File: config.mk
export PLATFORM = sky130hd
export DESIGN_NAME = pipe_stage_slice
export DESIGN_NICKNAME = d
export VERILOG_FILES = /design/src/rtl/pipe_pkg.sv /design/src/rtl/pipe_slot.sv /design/src/rtl/pipe_stage_slice.sv
export SDC_FILE = /design/constraint.sdc
export NUM_CORES = 1
export LEC_CHECK = 0
export BUFFER_PORTS_ARGS = -buffer_cell sky130_fd_sc_hd__buf_4
export CAP_MARGIN = 30
export CORE_MARGIN = 2
export CORE_UTILIZATION = 30
export CTS_CLUSTER_SIZE = 25
export DETAILED_ROUTE_END_ITERATION = 8
export HOLD_SLACK_MARGIN = 0.03
export PLACE_DENSITY_LB_ADDON = 0.08
export SYNTH_ARGS = -nofsm -noshare
export SYNTH_HDL_FRONTEND = slang
export SYNTH_SLANG_ARGS = --single-unit
File: constraint.sdc
create_clock -name clk_i -period 1.85 [get_ports clk_i]
set_clock_uncertainty 0.15 [all_clocks]
set_input_delay 0.2775 -clock clk_i [delete_from_list [all_inputs] [get_ports clk_i]]
set_output_delay 0.2775 -clock clk_i [all_outputs]
set_load 0.02 [all_outputs]
File: src/rtl/pipe_pkg.sv
// ============================================================================
// Module : pipe_pkg
// Brief  : Shared types and control-field bit positions for pipeline slices.
// Rev    : 1.0  initial release
// ============================================================================
`default_nettype none

package pipe_pkg;

    // Occupancy state, encoded as {S.v, M.v}
    typedef enum logic [1:0] {
        EMPTY = 2'b00,
        HALF  = 2'b01,
        FULL  = 2'b11
    } slice_state_e;

    // EX/MEM control field bit positions
    localparam int CTRL_REGWR   = 0;
    localparam int CTRL_MEM2REG = 1;
    localparam int CTRL_MEMRD   = 2;
    localparam int CTRL_MEMWR   = 3;
    localparam int CTRL_ZERO    = 4;

    function automatic slice_state_e slice_state(input logic s_v, input logic m_v);
        if (s_v && m_v) begin
            return FULL;
        end else if (m_v) begin
            return HALF;
        end
        return EMPTY;
    endfunction

endpackage

`default_nettype wire

File: src/rtl/pipe_slot.sv
// ============================================================================
// Module : pipe_slot
// Brief  : One {v, ctrl, data} pipeline entry with load and clear.
// Rev    : 1.0  initial release
// ============================================================================
`default_nettype none

module pipe_slot #(
    parameter int unsigned CTRL_W = 5,
    parameter int unsigned DATA_W = 128
) (
    input  logic              clk_i,
    input  logic              rst_i,
    input  logic              load_i,
    input  logic              clr_i,
    input  logic [CTRL_W-1:0] ctrl_i,
    input  logic [DATA_W-1:0] data_i,
    output logic              v_o,
    output logic [CTRL_W-1:0] ctrl_o,
    output logic [DATA_W-1:0] data_o
);

    logic              v_q,    v_d;
    logic [CTRL_W-1:0] ctrl_q, ctrl_d;
    logic [DATA_W-1:0] data_q, data_d;

    // Clear squashes the control bits but leaves data untouched.
    always_comb begin
        v_d    = v_q;
        ctrl_d = ctrl_q;
        data_d = data_q;
        if (clr_i) begin
            v_d    = 1'b0;
            ctrl_d = '0;
        end else if (load_i) begin
            v_d    = 1'b1;
            ctrl_d = ctrl_i;
            data_d = data_i;
        end
    end

    always_ff @(posedge clk_i) begin
        if (rst_i) begin
            v_q    <= 1'b0;
            ctrl_q <= '0;
            data_q <= '0;
        end else begin
            v_q    <= v_d;
            ctrl_q <= ctrl_d;
            data_q <= data_d;
        end
    end

    assign v_o    = v_q;
    assign ctrl_o = ctrl_q;
    assign data_o = data_q;

endmodule

`default_nettype wire

File: src/rtl/pipe_stage_slice.sv
// ============================================================================
// Module : pipe_stage_slice
// Brief  : Valid/ready pipeline stage with optional skid entry, flush and a
//          saturating stall-cycle counter.
// Rev    : 1.0  initial release
// ============================================================================
`default_nettype none

module pipe_stage_slice
    import pipe_pkg::*;
#(
    parameter int unsigned DATA_W = 128,
    parameter int unsigned CTRL_W = 5,
    parameter int unsigned SKID   = 1,
    parameter int unsigned CNT_W  = 16
) (
    input  logic              clk_i,
    input  logic              rst_i,
    input  logic              flush_i,
    input  logic              valid_i,
    output logic              ready_o,
    input  logic [CTRL_W-1:0] ctrl_i,
    input  logic [DATA_W-1:0] data_i,
    output logic              valid_o,
    input  logic              ready_i,
    output logic [CTRL_W-1:0] ctrl_o,
    output logic [DATA_W-1:0] data_o,
    output logic [CNT_W-1:0]  stall_cnt_o
);

    localparam logic [CNT_W-1:0] C_CNT_MAX = {CNT_W{1'b1}};

    logic              w_acc, w_pop;
    slice_state_e      w_state;

    logic              w_m_load, w_m_clr, w_m_v;
    logic [CTRL_W-1:0] w_m_ctrl_in, w_m_ctrl;
    logic [DATA_W-1:0] w_m_data_in, w_m_data;

    logic              w_s_load, w_s_clr, w_s_v;
    logic [CTRL_W-1:0] w_s_ctrl;
    logic [DATA_W-1:0] w_s_data;

    logic [CNT_W-1:0]  stall_cnt_q, stall_cnt_d;

    assign w_acc   = valid_i & ready_o;
    assign w_pop   = w_m_v & ready_i;
    assign w_state = slice_state(w_s_v, w_m_v);

    pipe_slot #(
        .CTRL_W (CTRL_W),
        .DATA_W (DATA_W)
    ) u_m (
        .clk_i  (clk_i),
        .rst_i  (rst_i),
        .load_i (w_m_load),
        .clr_i  (w_m_clr),
        .ctrl_i (w_m_ctrl_in),
        .data_i (w_m_data_in),
        .v_o    (w_m_v),
        .ctrl_o (w_m_ctrl),
        .data_o (w_m_data)
    );

    generate
        if (SKID != 0) begin : g_skid
            pipe_slot #(
                .CTRL_W (CTRL_W),
                .DATA_W (DATA_W)
            ) u_s (
                .clk_i  (clk_i),
                .rst_i  (rst_i),
                .load_i (w_s_load),
                .clr_i  (w_s_clr),
                .ctrl_i (ctrl_i),
                .data_i (data_i),
                .v_o    (w_s_v),
                .ctrl_o (w_s_ctrl),
                .data_o (w_s_data)
            );
            assign ready_o = ~w_s_v;
        end else begin : g_no_skid
            logic w_unused_s;
            assign w_s_v      = 1'b0;
            assign w_s_ctrl   = '0;
            assign w_s_data   = '0;
            assign w_unused_s = w_s_load ^ w_s_clr;
            assign ready_o    = ~w_m_v | ready_i;
        end
    endgenerate

    // Flush wins over any transfer; an accepted input in that cycle is dropped.
    always_comb begin
        w_m_load    = 1'b0;
        w_m_clr     = 1'b0;
        w_s_load    = 1'b0;
        w_s_clr     = 1'b0;
        w_m_ctrl_in = ctrl_i;
        w_m_data_in = data_i;
        if (flush_i) begin
            w_m_clr = 1'b1;
            w_s_clr = 1'b1;
        end else begin
            unique case (w_state)
                EMPTY: begin
                    w_m_load = w_acc;
                end
                HALF: begin
                    if (w_acc && w_pop) begin
                        w_m_load = 1'b1;
                    end else if (w_acc) begin
                        w_s_load = 1'b1;
                    end else if (w_pop) begin
                        w_m_clr = 1'b1;
                    end
                end
                FULL: begin
                    if (w_pop) begin
                        w_m_load    = 1'b1;
                        w_m_ctrl_in = w_s_ctrl;
                        w_m_data_in = w_s_data;
                        w_s_clr     = 1'b1;
                    end
                end
                default: begin
                end
            endcase
        end
    end

    always_comb begin
        stall_cnt_d = stall_cnt_q;
        if (w_m_v && !ready_i && (stall_cnt_q != C_CNT_MAX)) begin
            stall_cnt_d = stall_cnt_q + CNT_W'(1);
        end
    end

    always_ff @(posedge clk_i) begin
        if (rst_i) begin
            stall_cnt_q <= '0;
        end else begin
            stall_cnt_q <= stall_cnt_d;
        end
    end

    assign valid_o     = w_m_v;
    assign ctrl_o      = w_m_v ? w_m_ctrl : '0;
    assign data_o      = w_m_data;
    assign stall_cnt_o = stall_cnt_q;

    // Upstream must hold a refused payload steady; a flush releases it.
    property p_upstream_hold;
        @(posedge clk_i) disable iff (rst_i)
            (valid_i && !ready_o && !flush_i) |=> (valid_i && $stable(ctrl_i) && $stable(data_i));
    endproperty
    a_upstream_hold: assert property (p_upstream_hold);

endmodule

`default_nettype wire

==> impl_metrics.py <==
metrics = {
    "outcome": {
        "status": "finished, final reports clean",
    },
    "global_routing": {
        "grt-ovfl-total": 0,
        "grtUsageMet3": 0.0422,
        "use_met1": 0.226,
        "grt_pass1_vias": 9885,
        "antenna_found_initial": 0,
        "grt_use_met2": 0.282,
        "busiest_layer": "met2",
        "grt_pass1_wl_um": 54500,
        "track_usage": 0.173,
        "grt_max_degree": 66,
    },
    "final_layout": {
        "synthToLayoutAreaGrowth_pct": 56.0,
        "final_nets": 1873,
        "final_area_sq_um": 17700,
        "final_cell_count_no_fill": 2268,
        "fin_util": 0.472,
        "diodes": 0,
        "drive_gt1_frac": 0.277,
    },
    "synthesis": {
        "ys_warn_count": 0,
        "synth_area_leaders": "dfxtp_1, mux2i_1, nand2_1, a211oi_1, a21oi_1",
        "synth_top_area_cell": "dfxtp_1",
        "postSynthCellCount": 1291,
        "synthesis.area_sq_um": 11300,
        "yosysTopAreaCellShare": 0.502,
        "synth_cell_types": 37,
        "ys_seq_area_frac": 0.502,
        "synth_nets": 1430,
        "ys_ff_latch": 284,
        "postSynthAreaPerCell_sq_um": 8.77,
    },
    "placement": {
        "portBuffers": 288,
        "pre_cts_ws_ns": -0.0808,
        "gp_congestion": 0.714,
        "dp_cells": 2043,
        "hpwl_um": 22300,
        "dpl_cell_area_sq_um": 14400,
    },
    "setup_path": {
        "reg2reg_from": "u_m.v_o",
        "path_max_fanout": 6,
        "crit_path_end": "u_m.data_o[1]",
        "cp.arrival_ns": 2.03,
        "crit_path_start_kind": "register",
        "cp.required_ns": 2.07,
        "crit_start": "u_m.v_o",
        "worst-setup-path-type": "reg2reg",
        "reg2regPathDepth": 7,
        "rr_endpoint": "u_m.data_o[1]",
        "r2r_slack_ns": 0.04,
        "cp-end-kind": "register",
    },
    "floorplanning": {
        "initial_core_util": 0.303,
        "die_w_um": 198,
        "ios": 289,
        "placementRows": 71,
        "fp.coreArea_sq_um": 37400,
        "die_area_sq_um": 39300,
        "die_y_um": 198,
    },
    "route": {
        "drc": 0,
        "drt.antenna.violating_nets": 0,
        "avgViaCountPerCell": 4.67,
        "drt_iter0_drc": 326,
        "vias": 10600,
        "wl_um": 36800,
        "dr.pass1.iters": 4,
        "routedWlPerCell_um": 16.2,
    },
    "sta": {
        "setup_viol": 0,
        "timing.fmax_ghz": 0.551,
        "tightest_slew_ns": 0.391,
        "setup_ws_ns": 0.0365,
        "grt_setup_unrepaired": "true",
        "hold_viol": 0,
        "finalMaxSlewViolations": 0,
        "period_minus_slack_ns": 1.81,
        "slew_headroom": 0.740,
        "min_period_over_period": 0.980,
    },
    "clock_network": {
        "cts_made_buffers": 35,
        "cts.clk_slew.worst_paths_ns": 0.05,
        "clk_latency_ns": 0.51,
        "cts_buffer_depth": 3,
        "htree_levels": 2,
        "cts_sinks": 284,
        "cts_tree": "yes",
        "clock-root-buffer": "clkbuf_16",
    },
    "run": {
        "drv_cap": 0,
    },
    "hold_path": {
        "hold_class": "in2reg",
        "hp-start": "flush_i",
    },
    "power": {
        "p_leak_nw": 7.81,
        "cellPowerDensity_nw_per_um2": 863,
        "ir_drop_mv": 0.698,
    },
}
worst max-delay path: stages, from the launching register on:
cell and delay [ns]:
dfxtp_2 0.34, inv_2 0.05, a2111oi_4 0.41, buf_6 0.22, buf_12 0.15, buf_12 0.13, clkbuf_16 0.16, a211oi_2 0.06
cell usage after synthesis:
master     count
a21boi_0       1
and2_1         8
nor3_2         1
buf_2         48
nand2b_1       3
mux2_2         5
nand4b_1       1
mux2_1         1
o211a_1        1
a211oi_1     135
nor4_1         2
nand4_1        7
o21ai_0        1
clkbuf_1      55
nor3_1         5
and4_1         1
nand2_1      272
a21oi_1      141
inv_1          2
a2111oi_4      1
a311o_1        2
dfxtp_1      284
o31ai_1        1
nor2_1       146
o21bai_1       1
a41oi_1        1
ha_1           1
and4b_1        1
and3_1         6
buf_4          4
a311oi_1       2
nor2b_1        7
mux2i_1      135
nand3_1        3
a31oi_1        4
or4_1          1
nor3b_1        1
sequential cells by signal, indices dropped and copies added, names as in the netlist:
name and cells:
g_skid.u_s.ctrl_o 5, g_skid.u_s.data_o 128, g_skid.u_s.v_o 1, stall_cnt_o 16, u_m.ctrl_o 5, u_m.data_o 128, u_m.v_o 1
logic make-up after synthesis:
logic type	after synthesis	synth area share
compound gates	291	0.164
fa+ha+maj	1	0.00110
buf+inv	109	0.0428
flops	284	0.502
mux	141	0.125
simple gates	465	0.165
metal layers:
metal | vias to the layer above | wire length, um
li1 | 5354 | -
met1 | 4961 | 16900
met2 | 228 | 17000
met3 | 53 | 2020
met4 | 0 | 823
met5 | - | 0
where the power goes:
| group | leakage (nW) | internal (mW) | total [mW] | switching [mW] |
|---|---|---|---|---|
| logic | 4.95 | 1.02 | 2.00 | 0.975 |
| registers | 2.32 | 6.34 | 6.47 | 0.128 |
| clock network | 0.552 | 4.17 | 6.78 | 2.61 |
| total | 7.81 | 11.5 | 15.2 | 3.72 |
area by class of cell:
class | count | area, sq um
clock buffer | 54 | 1050
fill | 3614 | 19700
sequential | 284 | 5690
multi-input combinational | 898 | 5380
inverter | 2 | 7.51
tap | 511 | 639
timing repair buffer | 513 | 4820
clock inverter | 6 | 82.6
layout by cell type, fill, tap and decap left out, drive strengths merged, types with 2 or more instances in the layout:
master,synthesis,routed
nand4,7,7
and2,8,8
mux2i,135,135
dfxtp,284,284
a21oi,141,141
nor3,6,6
clkinv,0,3
a311oi,2,2
nand2b,3,3
buf,52,369
clkbuf,55,64
inv,2,2
nor2,146,146
a31oi,4,4
dlygate4sd3,0,134
nor2b,7,7
a311o,2,2
mux2,6,6
nand3,3,3
bufinv,0,2
nand2,272,272
nor4,2,2
and3,6,6
a211oi,135,135
worst min-delay path by stage:
stage	to	slack, ns	depth (start not counted)
floorplan	g_skid.u_s.ctrl_o[0]	0.26	2
finish	u_m.v_o	0.12	5
global placement	g_skid.u_s.data_o[38]	0.29	2
global route	g_skid.u_s.ctrl_o[0]	0.15	3
CTS	u_m.v_o	0.09	5
detailed placement	g_skid.u_s.data_o[53]	0.30	2
what timing repair did:
action / 4_1_cts / 5_1_grt
setup buffers: 8 / 8
hold buffers: 134 / 0
endpoints found under the hold margin: 265 / 0
setup endpoints to repair: 133 / 105
cloned: 4 / 13
resized for setup: 20 / 57
pin swaps: 10 / 50
per-stage QoR:
| stage | setup TNS [ns] | hold WS, ns | power, mW |
|---|---|---|---|
| final | 0 | 0.122 | 15.2 |
| after global routing | -0.586 | 0.151 | 15.9 |
| after CTS | -0.271 | 0.0925 | 15.3 |
| after detailed placement | -5.48 | 0.296 | 8.14 |
| after global placement | -0.192 | 0.291 | 8.13 |
| after floorplan | -0.0162 | 0.263 | 7.34 |
No activity file was read; power rests on OpenSTA's default activity.
